===== src/rtl/pipe_stage_latch.sv =====
// Pipeline-boundary register chain: DEPTH slots of {valid, ctrl, data} with
// hold/bubble/flush control, occupancy tracking and saturating perf counters.
module pipe_stage_latch #(
  parameter int                CTRL_W   = 20,
  parameter int                DATA_W   = 192,
  parameter int                DEPTH    = 1,
  parameter logic [CTRL_W-1:0] NOP_CTRL = '0,
  parameter int                CNT_W    = 16
) (
  input  logic              clk,
  input  logic              rst,
  input  logic              in_valid,
  input  logic [CTRL_W-1:0] in_ctrl,
  input  logic [DATA_W-1:0] in_data,
  input  logic              hold,
  input  logic              bubble,
  input  logic              flush,
  input  logic              cnt_clr,
  output logic              out_valid,
  output logic [CTRL_W-1:0] out_ctrl,
  output logic [DATA_W-1:0] out_data,
  output logic [2:0]        occupancy,
  output logic [CNT_W-1:0]  bubble_cnt,
  output logic [CNT_W-1:0]  stall_cnt
);

  logic [DEPTH-1:0]  vld_q, vld_d;
  logic [CTRL_W-1:0] ctrl_q [DEPTH];
  logic [CTRL_W-1:0] ctrl_d [DEPTH];
  logic [DATA_W-1:0] data_q [DEPTH];
  logic [DATA_W-1:0] data_d [DEPTH];
  logic [2:0]        occ_d;
  logic              bubble_inc, stall_inc;
  logic [CNT_W-1:0]  bubble_cnt_d, stall_cnt_d;

  // Flush keeps data in place; only valid and ctrl are killed.
  always_comb begin
    vld_d  = vld_q;
    ctrl_d = ctrl_q;
    data_d = data_q;
    if (flush) begin
      vld_d = '0;
      for (int i = 0; i < DEPTH; i++) ctrl_d[i] = NOP_CTRL;
    end else if (!hold) begin
      for (int i = DEPTH - 1; i > 0; i--) begin
        vld_d[i]  = vld_q[i-1];
        ctrl_d[i] = ctrl_q[i-1];
        data_d[i] = data_q[i-1];
      end
      if (bubble) begin
        vld_d[0]  = 1'b0;
        ctrl_d[0] = NOP_CTRL;
      end else begin
        vld_d[0]  = in_valid;
        ctrl_d[0] = in_valid ? in_ctrl : NOP_CTRL;
        data_d[0] = in_data;
      end
    end
  end

  always_comb begin
    occ_d = '0;
    for (int i = 0; i < DEPTH; i++) occ_d = occ_d + 3'(vld_d[i]);
  end

  assign bubble_inc = flush | (~hold & (bubble | ~in_valid));
  assign stall_inc  = hold & ~flush & vld_q[DEPTH-1];

  // Clear beats increment; counters stick at all-ones.
  always_comb begin
    bubble_cnt_d = bubble_cnt;
    stall_cnt_d  = stall_cnt;
    if (cnt_clr) begin
      bubble_cnt_d = '0;
      stall_cnt_d  = '0;
    end else begin
      if (bubble_inc && bubble_cnt != '1) bubble_cnt_d = bubble_cnt + 1'b1;
      if (stall_inc && stall_cnt != '1)   stall_cnt_d  = stall_cnt + 1'b1;
    end
  end

  always_ff @(posedge clk or posedge rst) begin
    if (rst) begin
      vld_q <= '0;
      for (int i = 0; i < DEPTH; i++) begin
        ctrl_q[i] <= NOP_CTRL;
        data_q[i] <= '0;
      end
      occupancy  <= '0;
      bubble_cnt <= '0;
      stall_cnt  <= '0;
    end else begin
      vld_q <= vld_d;
      for (int i = 0; i < DEPTH; i++) begin
        ctrl_q[i] <= ctrl_d[i];
        data_q[i] <= data_d[i];
      end
      occupancy  <= occ_d;
      bubble_cnt <= bubble_cnt_d;
      stall_cnt  <= stall_cnt_d;
    end
  end

  assign out_valid = vld_q[DEPTH-1];
  assign out_ctrl  = ctrl_q[DEPTH-1];
  assign out_data  = data_q[DEPTH-1];

endmodule


===== config.mk =====
export PLATFORM = sky130hd
export DESIGN_NAME = pipe_stage_latch
export DESIGN_NICKNAME = d
export VERILOG_FILES = /design/src/rtl/pipe_stage_latch.sv
export SDC_FILE = /design/constraint.sdc
export NUM_CORES = 1
export LEC_CHECK = 0
export CORE_AREA = 2 2 181 183
export CTS_CLUSTER_DIAMETER = 80
export CTS_CLUSTER_SIZE = 16
export DETAILED_ROUTE_END_ITERATION = 10
export DIE_AREA = 0 0 183 185
export GPL_TIMING_DRIVEN = 0
export PLACE_DENSITY_LB_ADDON = 0.12
export SYNTH_ARGS = -nofsm -noshare
export SYNTH_HDL_FRONTEND = slang
export SYNTH_SLANG_ARGS = --single-unit

===== constraint.sdc =====
create_clock -name clk -period 9.8 [get_ports clk]
set_input_delay 1.96 -clock clk [delete_from_list [all_inputs] [get_ports clk]]
set_output_delay 1.96 -clock clk [all_outputs]
set_load 0.03 [all_outputs]

==> impl_metrics.yaml, run 1 <==
status:
  outcome: "finished clean"
timing:
  finalSetupViolCount: 0
  tightest_slew_ns: 0.772
  rsz0062_at_grt: "false"
  setup_slack_ns: 5.89
  setup_tns_ns: 0
  max_slew_margin_pct: 48.5
  hold_viol_final: 0
  period_minus_slack_ns: 3.91
  finalCritPeriodShare_pct: 39.8
  fmax_mhz: 256
  slew_viol_final: 0
  fin_skew_ns: 0.00457
worst_setup_path:
  crit_required_ns: 10.18
  worstSetupPathType: "in2reg"
  r2r_slack_ns: 7.73
  r2r_cells: 6
  r2r-start: "bubble_cnt[0]"
  worstPathArrival_ns: 4.29
  start_kind: "primary input"
  r2r_end: "bubble_cnt[15]"
  critPathCaptureType: "flop"
  crit_fanout: 10
  startpoint: "flush"
synthesis:
  syn_area_sq_mm: 0.00958
  ys_types: 42
  syn_area_per_cell_sq_um: 14.7
  ys_seq_area_share_pct: 64.0
  synth-async-reset-ratio_pct: 100
  synth_area_leaders: "dfrtp_1 64%, mux2_2 23%, a22o_1 1.8%"
  synth_common_cells: "245 x dfrtp_1, 192 x mux2_2, 25 x nor2_1"
  synthCells: 652
  yosysTopAreaCellShare_pct: 64.0
  post-synth-top-count-cell: "dfrtp_1"
  synth_flop_cell: "dfrtp_1"
  ys_seq_elements: 245
  yosysWarningCount: 0
  synth_edf_count: 0
  yosysTopAreaCell: "dfrtp_1"
floorplan:
  num_rows: 66
  die_x_um: 183
  die_y_um: 185
  die-area_sq_mm: 0.0339
  start_util_pct: 29.9
  core_area_sq_mm: 0.0320
  io_pins: 467
global_route:
  grt_pass1_wl_um: 45600
  track_usage_pct: 17.6
  grt_pass1_vias: 7533
  overflow: 0
  antenna_found_initial: 4
  grt_max_degree: 101
min_path:
  hold_start: "out_data[77]"
  hold_path.class: "reg2reg"
  hold_path_depth: 1
  min_to: "out_data[77]"
routing:
  first_pass_iters: 4
  num_vias: 7174
  vias_per_cell: 4.62
  finalWirelength_um: 30600
  drt_iter0_markers: 242
  wire_per_inst_um: 19.7
  drcViolationCount: 0
  ant_nets: 0
flow_run:
  cap_viol_max_count: 0
clocking:
  postCtsSetupBuffers: 0
  clockBufferDepth: 3
  cts-root-buf: "clkbuf_16"
  path_clk_slew_ns: 0.07
  worstSkewPairLatency_ns: 0.50
  cts_hold_buf: 0
  clkSinkCount: 245
  cts_tree: "done"
  ctsResizeCount: 0
  cts_buffers: 19
  h-tree-depth: 1
cells_and_area:
  final_area_sq_mm: 0.0153
  postLayoutCoreUtil_pct: 47.8
  nNetsFinal: 1361
  area_delta_synth_final_pct: 59.9
  drive_gt1_share_pct: 21.5
  final_cell_count_no_fill: 1554
placed_design:
  routabilityCongestion: 0.768
  hpwl_um: 23600
  port_buffers: 464
  place_ws_ns: 5.17
  postPlaceCellArea_sq_mm: 0.0148
  place_inst: 1527
pwr:
  leakage_nw: 6.21
  ir_worst_vdd_mv: 0.140
  p_per_area_mw_per_mm2: 190
## worst max-delay path, stage by stage
cell and delay, ns:
clkdlybuf4s50_1 0.46, nor3_1 0.50, clkbuf_1 0.60, buf_2 0.38, mux2_2 0.37
## per-stage QoR
step / total power [W] / hold WS (ns)
after floorplan: 0.00174 / 0.701
after CTS: 0.00297 / 0.511
after global placement: 0.00222 / 0.488
after global routing: 0.00306 / 0.519
after detailed placement: 0.00223 / 0.491
final: 0.00292 / 0.505
## power by group
part           internal [W]  leakage, nW  switching, W
logic              0.000454         2.95      0.000508
registers           0.00116         3.01     0.0000765
clock network      0.000352        0.249      0.000363
## logic make-up after synthesis
group	count (synthesis)	share of synthesized area, %
other cells	1	0.0392
fa+ha+maj	2	0.261
simple gates	106	5.96
xor+xnor	16	1.46
mux	194	22.8
compound gates	51	3.67
buf+inv	37	1.80
flops	245	64.0
## layout make-up
type / instances / area, sq um
diodes: 3 / 7.51
multi-input cells: 371 / 3280
flip-flops and latches: 245 / 6130
repair buffers: 466 / 4700
clock buffers: 21 / 483
clock inverters: 3 / 22.5
fillers: 2943 / 16700
inverters: 4 / 22.5
well taps: 408 / 510
plain buffers: 33 / 158
## layer usage
layer,global-route usage (%),wire length [um],vias to the layer above
li1,-,-,3299
met2,30.7,15300,270
met4,5.06,804,2
met5,0,13,-
met3,6.88,2910,41
met1,20.0,11600,3562
## cells in the final DEF, fill, tap and decap left out, types with 2 or more instances in the layout
cell type and n:
clkdlybuf4s50_1 464, dfrtp_1 245, mux2_2 192, nor2_1 25, a22o_1 20, clkbuf_16 19
buf_2 18, clkbuf_1 14, nand2_1 14, nor3_1 12, o21ai_0 12, nand3_1 11
a21oi_1 11, nand4_1 8, xor2_1 8, xnor2_1 8, or3_1 7, nor4_1 6
nand2b_1 4, diode_2 3, and3_1 3, buf_4 3, and2_1 2, and4_1 2
o21ai_1 2, or4_1 2, mux2i_1 2, inv_1 2, nor2b_1 2, o2111ai_1 2
ha_1 2, conb_1 2, buf_16 2
## flip-flops by register name, summed over array words and instances, names as in the netlist
| register | count |
|---|---|
| out_ctrl | 20 |
| occupancy | 1 |
| out_data | 192 |
| bubble_cnt | 16 |
| stall_cnt | 16 |
## worst max path at each step
stage | slack, ns | endpoint | cells past startpoint
2_1_floorplan | 1.11 | bubble_cnt[0] | 1
3_3_place_gp | -2.81 | out_data[41] | 2
3_5_place_dp | 5.17 | out_data[150] | 5
4_1_cts | 5.69 | out_data[181] | 5
5_1_grt | 5.63 | out_data[184] | 5
6_report | 5.89 | out_data[181] | 5
Note: power is estimated with default switching activity, not from simulation.
==> run 2: changes to the inputs <==
--- a/config.mk
+++ b/config.mk
@@ -5,11 +5,11 @@
 export SDC_FILE = /design/constraint.sdc
 export NUM_CORES = 1
 export LEC_CHECK = 0
-export CORE_AREA = 2 2 181 183
+export CORE_AREA = 2 2 179 181
 export CTS_CLUSTER_DIAMETER = 80
 export CTS_CLUSTER_SIZE = 16
 export DETAILED_ROUTE_END_ITERATION = 10
-export DIE_AREA = 0 0 183 185
+export DIE_AREA = 0 0 181 183
 export GPL_TIMING_DRIVEN = 0
 export PLACE_DENSITY_LB_ADDON = 0.12
 export SYNTH_ARGS = -nofsm -noshare
==> constraint.sdc (replaced) <==
create_clock -name clk -period 3.2 [get_ports clk]
set_input_delay 0.64 -clock clk [delete_from_list [all_inputs] [get_ports clk]]
set_output_delay 0.64 -clock clk [all_outputs]
set_load 0.03 [all_outputs]
==> run 2 against run 1 <==
Effect of this change:
- final cell count fell by 0.26%
- combinational power grew to 3.1 times the previous value
- final area rose by 0.56%
- core utilization grew 1.5 points
- total power grew to 3.1 times the previous value
- largest power group unchanged
==> impl_metrics.yaml, run 2 (same netlist as run 1, synthesis figures left out) <==
timing:
  rsz0062_at_grt: "false"
  hold_viol_final: 0
  tightest_slew_ns: 0.653
  finalSetupViolCount: 0
  fin_skew_ns: 0.0116
  holdWs_ns: 0.505
  slew_viol_final: 0
  fmax_mhz: 371
  finalCritPeriodShare_pct: 84.2
  max_slew_margin_pct: 56.4
  period_minus_slack_ns: 2.69
floorplan:
  num_rows: 65
  core_area_sq_mm: 0.0312
  die-area_sq_mm: 0.0331
  die_x_um: 181
  die_y_um: 183
  io_pins: 467
  start_util_pct: 30.7
placed_design:
  routabilityCongestion: 0.799
  postPlaceCellArea_sq_mm: 0.0149
  port_buffers: 464
  hpwl_um: 25000
  place_inst: 1526
clocking:
  postCtsSetupBuffers: 0
  cts_buffers: 19
  ctsResizeCount: 0
  h-tree-depth: 1
  cts-root-buf: "clkbuf_16"
  clkSinkCount: 245
  cts_tree: "done"
  path_clk_slew_ns: 0.07
  cts_hold_buf: 0
  worstSkewPairLatency_ns: 0.50
  clockBufferDepth: 3
pwr:
  p_clk_share_pct: 24.8
  swShare_pct: 32.4
  comb_power_share_pct: 32.9
  p_per_area_mw_per_mm2: 585
  leakage_nw: 6.25
  p_sw_w: 0.00292
  pwr-share-seq_pct: 42.3
  internal-power_w: 0.00609
  ir_worst_vdd_mv: 0.381
cells_and_area:
  nNetsFinal: 1366
  postLayoutCoreUtil_pct: 49.3
  mostFrequentLayoutCells: "464 x clkdlybuf4s50_1, 245 x dfrtp_1, 192 x mux2_2"
  layout.cells.most_common: "clkdlybuf4s50_1"
  largest_register_ffs: 192
  area_delta_synth_final_pct: 60.8
  final_area_sq_mm: 0.0154
  final_cell_count_no_fill: 1550
  drive_gt1_share_pct: 22.0
  diodes: 0
global_route:
  grt_pass1_vias: 7669
  grt_pass1_wl_um: 47800
  antenna_found_initial: 3
  grt_max_degree: 39
  overflow: 0
  track_usage_pct: 18.8
routing:
  drcViolationCount: 0
  first_pass_iters: 4
  wl_met1_um: 11800
  drt_iter0_markers: 298
  vias_per_cell: 4.67
  num_vias: 7239
  ant_nets: 0
  wire_per_inst_um: 20.5
  finalWirelength_um: 31800
  route.met3.wl_um: 2860
  highest_layer: "met5"
  wl_met2_um: 16600
worst_setup_path:
  crit_required_ns: 3.60
  worstSetupPathType: "in2reg"
  start_kind: "primary input"
  critPathCaptureType: "flop"
  worstPathArrival_ns: 3.09
  crit_fanout: 10
min_path:
  hold_path.class: "reg2reg"
flow_run:
  cap_viol_max_count: 0
status:
  outcome: "finished clean"
[run 2: cell count changes in the layout (fill, tap and decap cells not counted), sizes merged]
cell      delta
buf          +5
clkbuf       +1
clkinv       -1
clkinvlp     +1
diode        -3
inv          -1
[run 2: worst paths after layout]
kind	startpoint	endpoint	slack [ns]	cells past startpoint
max in group asynchronous	rst	out_data[101]	1.59	5
min reg2reg	out_ctrl[1]	out_ctrl[1]	0.51	1
max	flush	out_data[157]	0.51	5
min in group asynchronous	rst	out_data[178]	0.53	2
min	out_ctrl[1]	out_ctrl[1]	0.51	1
max reg2reg	bubble_cnt[1]	bubble_cnt[11]	1.13	6
[run 2: area by class of cell]
cell class | instances | area (sq um)
tap | 402 | 503
multi-input combinational | 371 | 3280
clock buffer | 22 | 507
inverter | 4 | 18.8
fill | 2803 | 15800
clock inverter | 2 | 17.5
buffer | 33 | 158
sequential | 245 | 6130
timing repair buffer | 471 | 4780
[run 2: layer usage]
layer,track usage [%],vias up
met4,3.35,4
met5,0,-
met3,6.97,35
met1,21.4,3628
met2,34.2,262
li1,-,3310
[run 2: per-stage QoR]
step                      total power [W]  worst slack (ns)  TNS [ns]
after detailed placement          0.00685            -0.217    -27.52
final                             0.00900             0.506         0
after global placement            0.00681             -2.88   -725.59
after global routing              0.00943             0.252         0
after floorplan                   0.00534            -0.658   -161.15
after CTS                         0.00917             0.330         0
[run 2: critical path, stage by stage]
cell and delay (ns):
clkdlybuf4s50_1 0.50, nor3_1 0.58, clkbuf_1 0.57, buf_2 0.41, mux2_2 0.37
[run 2: power by group through the flow]
stage	Clock [W]	Sequential, W	Combinational, W
finish	0.00224	0.00381	0.00296
global route	0.00247	0.00387	0.00309
CTS	0.00236	0.00381	0.00300
detailed placement	0	0.00386	0.00299
global placement	0	0.00385	0.00296
floorplan	0	0.00481	0.000535
==> run 3: changes to the inputs <==
--- a/config.mk
+++ b/config.mk
@@ -5,11 +5,11 @@
 export SDC_FILE = /design/constraint.sdc
 export NUM_CORES = 1
 export LEC_CHECK = 0
-export CORE_AREA = 2 2 179 181
+export CORE_AREA = 2 2 181 183
 export CTS_CLUSTER_DIAMETER = 80
 export CTS_CLUSTER_SIZE = 16
 export DETAILED_ROUTE_END_ITERATION = 10
-export DIE_AREA = 0 0 181 183
+export DIE_AREA = 0 0 183 185
 export GPL_TIMING_DRIVEN = 0
 export PLACE_DENSITY_LB_ADDON = 0.12
 export SYNTH_ARGS = -nofsm -noshare
==> constraint.sdc (replaced) <==
create_clock -name clk -period 2.8 [get_ports clk]
set_input_delay 0.56 -clock clk [delete_from_list [all_inputs] [get_ports clk]]
set_output_delay 0.56 -clock clk [all_outputs]
set_load 0.03 [all_outputs]
==> run 3 against run 2 <==
Effect of this change:
- flip-flop and latch count unchanged
- via count shrank 1.7%
- core utilization shrank 1.1 points
- final area up 0.20%
- final cell count is 0.45% higher
- setup slack worse by 0.12 ns
- first-iteration DRC count is 36% lower
- register-to-register slack worse by 0.42 ns
- clock skew down 0.0047 ns
- count of clock-buffer cells in the layout is 1 lower
- sequential power increased by 14%
- global-route usage down 1.3 points
- largest cell class unchanged
- highest routed layer is now met4
==> impl_metrics.yaml, run 3 (same netlist as run 1, synthesis figures left out) <==
status:
  outcome: "finished clean"
worst_setup_path:
  worstSetupPathType: "in2reg"
  crit_required_ns: 3.18
  worstPathArrival_ns: 2.79
  critical-path-max-stage-delay_ns: 0.51
  critPathCaptureType: "flop"
  crit_fanout: 10
  worstPathCellList: "clkdlybuf4s50_1, nor3_2, clkbuf_1, buf_2, mux2_2"
  start_kind: "primary input"
  cp_slowest_cell: "clkbuf_1"
timing:
  max_slew_margin_pct: 50.3
  holdWs_ns: 0.405
  slew_viol_final: 0
  setup_slack_ns: 0.388
  hold_viol_final: 0
  finalSetupViolCount: 0
  fin_skew_ns: 0.00689
  finalCritPeriodShare_pct: 86.1
  setup_tns_ns: 0
  rsz0062_at_grt: "false"
  fmax_mhz: 415
  period_minus_slack_ns: 2.41
  tightest_slew_ns: 0.745
clocking:
  cts_tree: "done"
  ctsResizeCount: 1
  clkSinkCount: 245
  cts_hold_buf: 0
  h-tree-depth: 1
  cts_buffers: 19
  clockBufferDepth: 3
  cts-root-buf: "clkbuf_16"
  worstSkewPairLatency_ns: 0.50
  postCtsSetupBuffers: 0
  path_clk_slew_ns: 0.07
pwr:
  pwr-share-seq_pct: 42.5
  p_total_w: 0.0102
  p_sw_w: 0.00330
  p_clk_share_pct: 24.6
  ir_worst_vdd_mv: 0.365
  internal-power_w: 0.00693
  comb_power_share_pct: 33.0
  p_per_area_mw_per_mm2: 663
  leakage_nw: 6.26
  swShare_pct: 32.3
routing:
  ant_nets: 0
  wl_met2_um: 15900
  finalWirelength_um: 30700
  drt_iter0_markers: 191
  route.met3.wl_um: 2600
  first_pass_iters: 4
  vias_per_cell: 4.57
  highest_layer: "met4"
  drcViolationCount: 0
  wire_per_inst_um: 19.7
  wl_met1_um: 11800
  num_vias: 7117
global_route:
  grt_pass1_wl_um: 45500
  grt_pass1_vias: 7534
  antenna_found_initial: 1
  overflow: 0
  track_usage_pct: 17.6
  grt_max_degree: 38
floorplan:
  start_util_pct: 29.9
  die_x_um: 183
  num_rows: 66
  io_pins: 467
  die_y_um: 185
  core_area_sq_mm: 0.0320
  die-area_sq_mm: 0.0339
flow_run:
  cap_viol_max_count: 0
cells_and_area:
  area_delta_synth_final_pct: 61.1
  nNetsFinal: 1367
  drive_gt1_share_pct: 22.0
  layout.cells.most_common: "clkdlybuf4s50_1"
  largest_register_ffs: 192
  mostFrequentLayoutCells: "464 x clkdlybuf4s50_1, 245 x dfrtp_1, 192 x mux2_2"
placed_design:
  hpwl_um: 24000
  place_ws_ns: -0.531
  port_buffers: 464
  routabilityCongestion: 0.770
min_path:
  hold_path.class: "in2async"
-- run 3: cell count changes in the layout (fill, tap and decap cells not counted), sizes merged --
cell	previous run	this run
clkinvlp	1	2
diode	0	1
clkbuf	34	33
inv	4	3
buf	28	29
-- run 3: power by group through the flow --
| stage | clock, W | combinational (W) | sequential, W |
|---|---|---|---|
| 6_report | 0.00251 | 0.00337 | 0.00434 |
| 5_1_grt | 0.00276 | 0.00352 | 0.00442 |
| 4_1_cts | 0.00265 | 0.00342 | 0.00435 |
| 3_5_place_dp | 0 | 0.00341 | 0.00441 |
| 3_3_place_gp | 0 | 0.00337 | 0.00440 |
| 2_1_floorplan | 0 | 0.000612 | 0.00549 |
-- run 3: area by class of cell --
| type | count | area [sq um] |
|---|---|---|
| fillers | 2945 | 16600 |
| flip-flops and latches | 245 | 6130 |
| repair buffers | 472 | 4820 |
| multi-input cells | 371 | 3280 |
| well taps | 408 | 510 |
| clock buffers | 21 | 493 |
| plain buffers | 33 | 158 |
| inverters | 4 | 18.8 |
| clock inverters | 2 | 12.5 |
| diodes | 1 | 2.50 |
-- run 3: stage by stage --
stage | utilization [%] | cell area (sq um) | instances
3_5_place_dp | 46.5 | 14900 | 1533
3_3_place_gp | 46.0 | 14700 | 1525
6_report | 48.1 | 15400 | 1557
5_1_grt | 48.1 | 15400 | 1556
2_1_floorplan | - | 9580 | 653
4_1_cts | 48.1 | 15400 | 1556
-- run 3: worst max-delay path, delay by kind of cell --
kind                   cells  cell delay, ns
buffers and inverters      3            1.39
AND/OR/NAND/NOR            1            0.45
multiplexers               1            0.38
-- run 3: final timing paths --
| path | startpoint | to | slack [ns] | depth (start not counted) |
|---|---|---|---|---|
| worst max-delay path | flush | out_data[98] | 0.39 | 5 |
| worst min-delay path | rst | bubble_cnt[2] | 0.41 | 2 |
| worst max register to register | bubble_cnt[1] | bubble_cnt[15] | 0.71 | 6 |
| worst min register to register | out_data[189] | out_data[189] | 0.51 | 1 |
| max in group asynchronous | rst | out_data[67] | 0.99 | 7 |
| min in group clk | out_data[189] | out_data[189] | 0.51 | 1 |
-- run 3: metal layers --
layer / vias to the layer above / GRT usage [%]
met2: 240 / 32.3
met1: 3548 / 19.9
met3: 28 / 6.06
met4: 0 / 3.17
met5: - / 0
li1: 3301 / -
